File: src/rtl/cpu_pkg.sv
// Shared types and encodings for the Simple RISC Machine controller.
package cpu_pkg;

    typedef enum logic [2:0] {
        S_WAIT,
        S_DECODE,
        S_GET_A,
        S_GET_B,
        S_ALU,
        S_WR_IMM,
        S_WR_REG
    } state_t;

    // IR layout, MSB first; the packed struct lines up bit-for-bit with the IR.
    typedef struct packed {
        logic [2:0] opcode;
        logic [1:0] op;
        logic [2:0] rn;
        logic [2:0] rd;
        logic [1:0] sh;
        logic [2:0] rm;
    } ir_fields_t;

    localparam logic [2:0] OPC_MOV = 3'b110;
    localparam logic [2:0] OPC_ALU = 3'b101;

    // op encodings under OPC_MOV
    localparam logic [1:0] OP_MOV_IMM = 2'b10;
    localparam logic [1:0] OP_MOV_REG = 2'b00;
    // op encodings under OPC_ALU
    localparam logic [1:0] OP_ADD = 2'b00;
    localparam logic [1:0] OP_CMP = 2'b01;
    localparam logic [1:0] OP_AND = 2'b10;
    localparam logic [1:0] OP_MVN = 2'b11;

    localparam logic [1:0] VSEL_MDATA = 2'b11;
    localparam logic [1:0] VSEL_IMM8  = 2'b10;
    localparam logic [1:0] VSEL_PC    = 2'b01;
    localparam logic [1:0] VSEL_C     = 2'b00;

    localparam logic [1:0] ALU_ADD = 2'b00;
    localparam logic [1:0] ALU_SUB = 2'b01;
    localparam logic [1:0] ALU_AND = 2'b10;
    localparam logic [1:0] ALU_MVN = 2'b11;

endpackage

File: src/rtl/cpu_instr_decoder.sv
// Combinational IR decode: field split, immediate sign extension, legality.
module instr_decoder
    import cpu_pkg::*;
(
    input  logic [15:0] ir,
    output ir_fields_t  fields,
    output logic [15:0] sximm8,
    output logic [15:0] sximm5,
    output logic        illegal
);

    assign fields = ir_fields_t'(ir);
    assign sximm8 = {{8{ir[7]}}, ir[7:0]};
    assign sximm5 = {{11{ir[4]}}, ir[4:0]};

    // Every op under the ALU opcode is defined; only two ops exist under MOV.
    always_comb begin
        illegal = 1'b1;
        if (fields.opcode == OPC_ALU)
            illegal = 1'b0;
        else if (fields.opcode == OPC_MOV &&
                 (fields.op == OP_MOV_IMM || fields.op == OP_MOV_REG))
            illegal = 1'b0;
    end

endmodule

File: src/rtl/cpu_controller.sv
// Instruction register and control FSM sequencing the datapath strobes.
module cpu_controller
    import cpu_pkg::*;
(
    input  logic        clk,
    input  logic        reset_n,
    input  logic        s,
    input  logic        load,
    input  logic [15:0] in,
    output logic        w,
    output logic        bad_op,
    output logic [2:0]  readnum,
    output logic [2:0]  writenum,
    output logic        write,
    output logic [1:0]  vsel,
    output logic        loada,
    output logic        loadb,
    output logic        loadc,
    output logic        loads,
    output logic        asel,
    output logic        bsel,
    output logic [1:0]  shift,
    output logic [1:0]  ALUop,
    output logic [15:0] sximm8,
    output logic [15:0] sximm5
);

    state_t      state, state_nxt;
    logic [15:0] ir;
    ir_fields_t  f;
    logic        illegal;
    logic        is_mov, is_mov_imm, is_cmp, is_mvn;

    instr_decoder u_dec (
        .ir      (ir),
        .fields  (f),
        .sximm8  (sximm8),
        .sximm5  (sximm5),
        .illegal (illegal)
    );

    assign is_mov     = (f.opcode == OPC_MOV);
    assign is_mov_imm = is_mov && (f.op == OP_MOV_IMM);
    assign is_cmp     = (f.opcode == OPC_ALU) && (f.op == OP_CMP);
    assign is_mvn     = (f.opcode == OPC_ALU) && (f.op == OP_MVN);

    // State register; IR only loads while idle so a running instruction is stable.
    always_ff @(posedge clk or negedge reset_n) begin
        if (!reset_n) begin
            state <= S_WAIT;
            ir    <= '0;
        end else begin
            state <= state_nxt;
            if (state == S_WAIT && load)
                ir <= in;
        end
    end

    // Next-state and Moore outputs from state plus IR.
    always_comb begin
        state_nxt = state;
        w         = 1'b0;
        bad_op    = 1'b0;
        readnum   = 3'd0;
        writenum  = 3'd0;
        write     = 1'b0;
        vsel      = VSEL_C;
        loada     = 1'b0;
        loadb     = 1'b0;
        loadc     = 1'b0;
        loads     = 1'b0;
        asel      = 1'b0;
        bsel      = 1'b0;
        shift     = 2'b00;
        ALUop     = ALU_ADD;
        unique case (state)
            S_WAIT: begin
                w = 1'b1;
                if (s) state_nxt = S_DECODE;
            end
            S_DECODE: begin
                if (illegal) begin
                    bad_op    = 1'b1;
                    state_nxt = S_WAIT;
                end else if (is_mov_imm)
                    state_nxt = S_WR_IMM;
                else if (is_mov || is_mvn)
                    state_nxt = S_GET_B;
                else
                    state_nxt = S_GET_A;
            end
            S_GET_A: begin
                readnum   = f.rn;
                loada     = 1'b1;
                state_nxt = S_GET_B;
            end
            S_GET_B: begin
                readnum   = f.rm;
                loadb     = 1'b1;
                state_nxt = S_ALU;
            end
            S_ALU: begin
                shift = f.sh;
                // MOV reg and MVN have no A operand, so A is forced to zero.
                asel  = is_mov || is_mvn;
                ALUop = is_mov ? ALU_ADD : f.op;
                if (is_cmp) begin
                    loads     = 1'b1;
                    state_nxt = S_WAIT;
                end else begin
                    loadc     = 1'b1;
                    state_nxt = S_WR_REG;
                end
            end
            S_WR_IMM: begin
                writenum  = f.rn;
                vsel      = VSEL_IMM8;
                write     = 1'b1;
                state_nxt = S_WAIT;
            end
            S_WR_REG: begin
                writenum  = f.rd;
                vsel      = VSEL_C;
                write     = 1'b1;
                state_nxt = S_WAIT;
            end
            default: state_nxt = S_WAIT;
        endcase
    end

endmodule
File: config.mk
export PLATFORM = sky130hd
export DESIGN_NAME = cpu_controller
export DESIGN_NICKNAME = d
export VERILOG_FILES = /design/src/rtl/cpu_pkg.sv /design/src/rtl/cpu_instr_decoder.sv /design/src/rtl/cpu_controller.sv
export SDC_FILE = /design/constraint.sdc
export NUM_CORES = 1
export LEC_CHECK = 0
export CORE_UTILIZATION = 43
export CTS_BUF_LIST = sky130_fd_sc_hd__clkbuf_8
export DETAILED_ROUTE_END_ITERATION = 6
export PLACE_DENSITY_LB_ADDON = 0.08
export SKIP_LAST_GASP = 1
export SYNTH_ARGS = -nofsm -noshare
export SYNTH_HDL_FRONTEND = slang
export SYNTH_SLANG_ARGS = --single-unit
File: constraint.sdc
create_clock -name clk -period 2.9 [get_ports clk]
set_input_delay 0.58 -clock clk [delete_from_list [all_inputs] [get_ports clk]]
set_output_delay 0.58 -clock clk [all_outputs]
set_load 0.02 [all_outputs]
==> flow_summary.json <==
{
  "antenna_cells": 0,
  "pwr_density_cell_nw_per_um2": 1210,
  "max-cap-violations": 0,
  "synthDistinctLibCells": 35,
  "cp.required_ns": 2.32,
  "synthCells": 123,
  "wire_per_inst_um": 14.5,
  "fin_cells": 192,
  "avgSynthCellArea_um2": 10.7,
  "cp_cell_sequence": "or3b_1 -> a21oi_1 -> and2_1 -> clkdlybuf4s50_1",
  "clock-root-buffer": "clkbuf_8",
  "ys_seq_elements": 19,
  "max_freq_mhz": 365,
  "tns_ns": 0,
  "cp-endpoint": "ALUop[1]",
  "drt_first_pass_iters": 7,
  "cts_inserted_buffers": 3,
  "post-route-drc-count": 5,
  "fin_ws_ns": 0.164,
  "routed_via_density": 5.25,
  "holdWs_ns": 0.548,
  "final_area_um2": 1810,
  "crit_fanout": 10,
  "rsz0062_at_grt": "false",
  "drtIter0Drc": 32,
  "area_growth_pct": 38.0,
  "grt_max_degree": 20,
  "grt.busiest_layer": "met2",
  "reg2reg_from": "state[1]$_DFFE_PN0P_",
  "synth_warnings": 0,
  "cts_tree": "built",
  "critPathLaunchType": "register",
  "grt_overflow": 0,
  "grt_pass1_wl_um": 4310,
  "layout.nets": 182,
  "post_cts_buffers": 0,
  "grtUsageMet1": 0.206,
  "ir_drop_v": 0.000576,
  "violations": "DRC",
  "placed_cell_area_um2": 1760,
  "reg2reg_to": "ir[1]$_DFFE_PN0P_",
  "skew_ns": 0.00628,
  "fin_crit_sh": 0.944,
  "initial_utilization": 0.463,
  "r2r_slack_ns": 1.32,
  "clk_path_buf_depth": 2,
  "core_area_um2": 2830,
  "cpMaxStageDelayCell": "clkdlybuf4s50_1",
  "syn_area_um2": 1310,
  "final_antenna_net_count": 0,
  "grt_pass1_vias": 949,
  "antenna_found_initial": 0,
  "clock_latency_ns": 0.26,
  "cts_resized": 0,
  "multi_input_area_um2": 526,
  "setup_viol": 0,
  "final_max_slew_viol_count": 0,
  "htreeDepth": 1,
  "row_count": 19,
  "dieArea_um2": 3270,
  "dp_cells": 188,
  "worstMarginPinSlew_ns": 0.849,
  "die_h_um": 57.2,
  "synthTopCellsByArea": "dfrtp_1 (36%), buf_4 (20%), mux2_4 (10%)",
  "use_met3": 0.0522,
  "place_congestion": 0.846,
  "maxSlewHeadroom": 0.432,
  "synth_top_cell_by_area": "dfrtp_1",
  "drive_gt1_frac": 0.130,
  "synth_top_cell_area_share": 0.363,
  "hold_buffers": 0,
  "routed_wl_um": 2790,
  "outcome": "complete, but fails checks",
  "dr_total_vias": 1008,
  "critical_path_class": "reg -> out",
  "crit_path_end_kind": "output port",
  "clock-sinks": 19,
  "fin_crit_ns": 2.74,
  "max_stage_delay_ns": 0.59,
  "r2r_cells": 3,
  "startpoint": "state[1]$_DFFE_PN0P_",
  "hold_viol": 0,
  "power.leakage_nw": 0.749,
  "port_buffers": 70,
  "dp_hpwl_um": 2070,
  "regArea_um2": 475,
  "io_pins": 73,
  "dieWidth_um": 57.2,
  "grt_util_all_layers": 0.173,
  "hp-class": "reg -> reg",
  "cp.arrival_ns": 2.16,
  "fill_cells": 240,
  "pre_cts_ws_ns": 0.451,
  "clk_transition_reported_paths_ns": 0.07,
  "grt_use_met2": 0.304,
  "yosysSeqAreaShare": 0.363
}
worst min-delay path by stage:
stage / startpoint / endpoint / slack [ns] / cells past startpoint
after floorplan: reset_n / ir[0]$_DFFE_PN0P_ / 0.28 / 0
after global placement: ir[3]$_DFFE_PN0P_ / ir[3]$_DFFE_PN0P_ / 0.54 / 1
after detailed placement: ir[9]$_DFFE_PN0P_ / ir[9]$_DFFE_PN0P_ / 0.54 / 1
after CTS: ir[9]$_DFFE_PN0P_ / ir[9]$_DFFE_PN0P_ / 0.56 / 1
after global routing: ir[9]$_DFFE_PN0P_ / ir[9]$_DFFE_PN0P_ / 0.58 / 1
final: ir[9]$_DFFE_PN0P_ / ir[9]$_DFFE_PN0P_ / 0.55 / 1
cells by family (layout without fill, tap and decap cells):
family,after synthesis,after routing,share of synthesized area
AND/OR/NAND/NOR,28,28,0.139
other,1,2,0.00286
flip-flops,19,19,0.363
AO/OA/AOI/OAI,18,18,0.101
multiplexers,15,15,0.155
buffers and inverters,42,79,0.239
flip-flops by register name, indices dropped and copies added (netlist names):
register,flops
ir,16
state,3
Yosys cell counts:
master     number
a21oi_1         2
a22o_1          3
a22oi_1         3
a41oi_1         1
and2_1          4
and2_4          1
and2b_1         1
and3_1          2
and4b_1         1
buf_12          1
buf_4          35
buf_6           1
clkbuf_1        1
conb_1          1
dfrtp_1        19
inv_1           4
mux2_2          6
mux2_4          9
nand2_1         1
nand2b_1        1
nand3_1         1
nor2_1          4
nor2b_1         3
nor3_1          3
nor3_4          1
nor3b_1         2
nor4_1          1
nor4b_1         1
o2111ai_1       1
o211a_1         1
o211ai_1        2
o21a_1          1
o21ai_0         3
o32ai_1         1
or3b_1          1
worst max-delay path: cells and delay by family (launching register included):
kind	cells	cell delay, ns
buf+inv	1	0.59
compound gates	1	0.17
flops	1	0.49
simple gates	2	0.65
stage by stage:
step,utilization,power (W)
floorplan,-,0.00168
global placement,0.623,0.00198
detailed placement,0.623,0.00201
CTS,0.639,0.00220
global route,0.639,0.00230
finish,0.639,0.00218
report_power, final:
| part | internal [W] | leakage (nW) | total (W) | switching (W) |
|---|---|---|---|---|
| clock | 0.0000941 | 0.0269 | 0.000183 | 0.0000890 |
| sequential | 0.000395 | 0.227 | 0.000595 | 0.000200 |
| combinational | 0.000747 | 0.495 | 0.00141 | 0.000660 |
cell type report:
cell class,count,share of cell area
Timing Repair Buffer,71,0.392
Tap cell,31,0.0215
Multi-Input combinational cell,63,0.291
Clock buffer,3,0.0228
Clock inverter,1,0.00208
Inverter,4,0.00830
Sequential cell,19,0.263
routing by layer:
layer / up-vias / share of wire / wire, µm
met4: 0 / 0.0047 / 13
met3: 2 / 0.080 / 223
met2: 56 / 0.48 / 1350
met5: - / 0 / 0
met1: 478 / 0.43 / 1210
li1: 472 / - / -
cells in the final DEF (no fill, tap or decap), drive strengths merged, types with 2 or more instances in the layout:
master	count
clkdlybuf4s50	70
dfrtp	19
mux2	15
inv	5
and2	5
nor2	4
nor3	4
nor2b	3
a22oi	3
a22o	3
o21ai	3
clkbuf	3
nor3b	2
and3	2
a21oi	2
o211ai	2
conb	2
No activity file was read; power rests on OpenSTA's default activity.
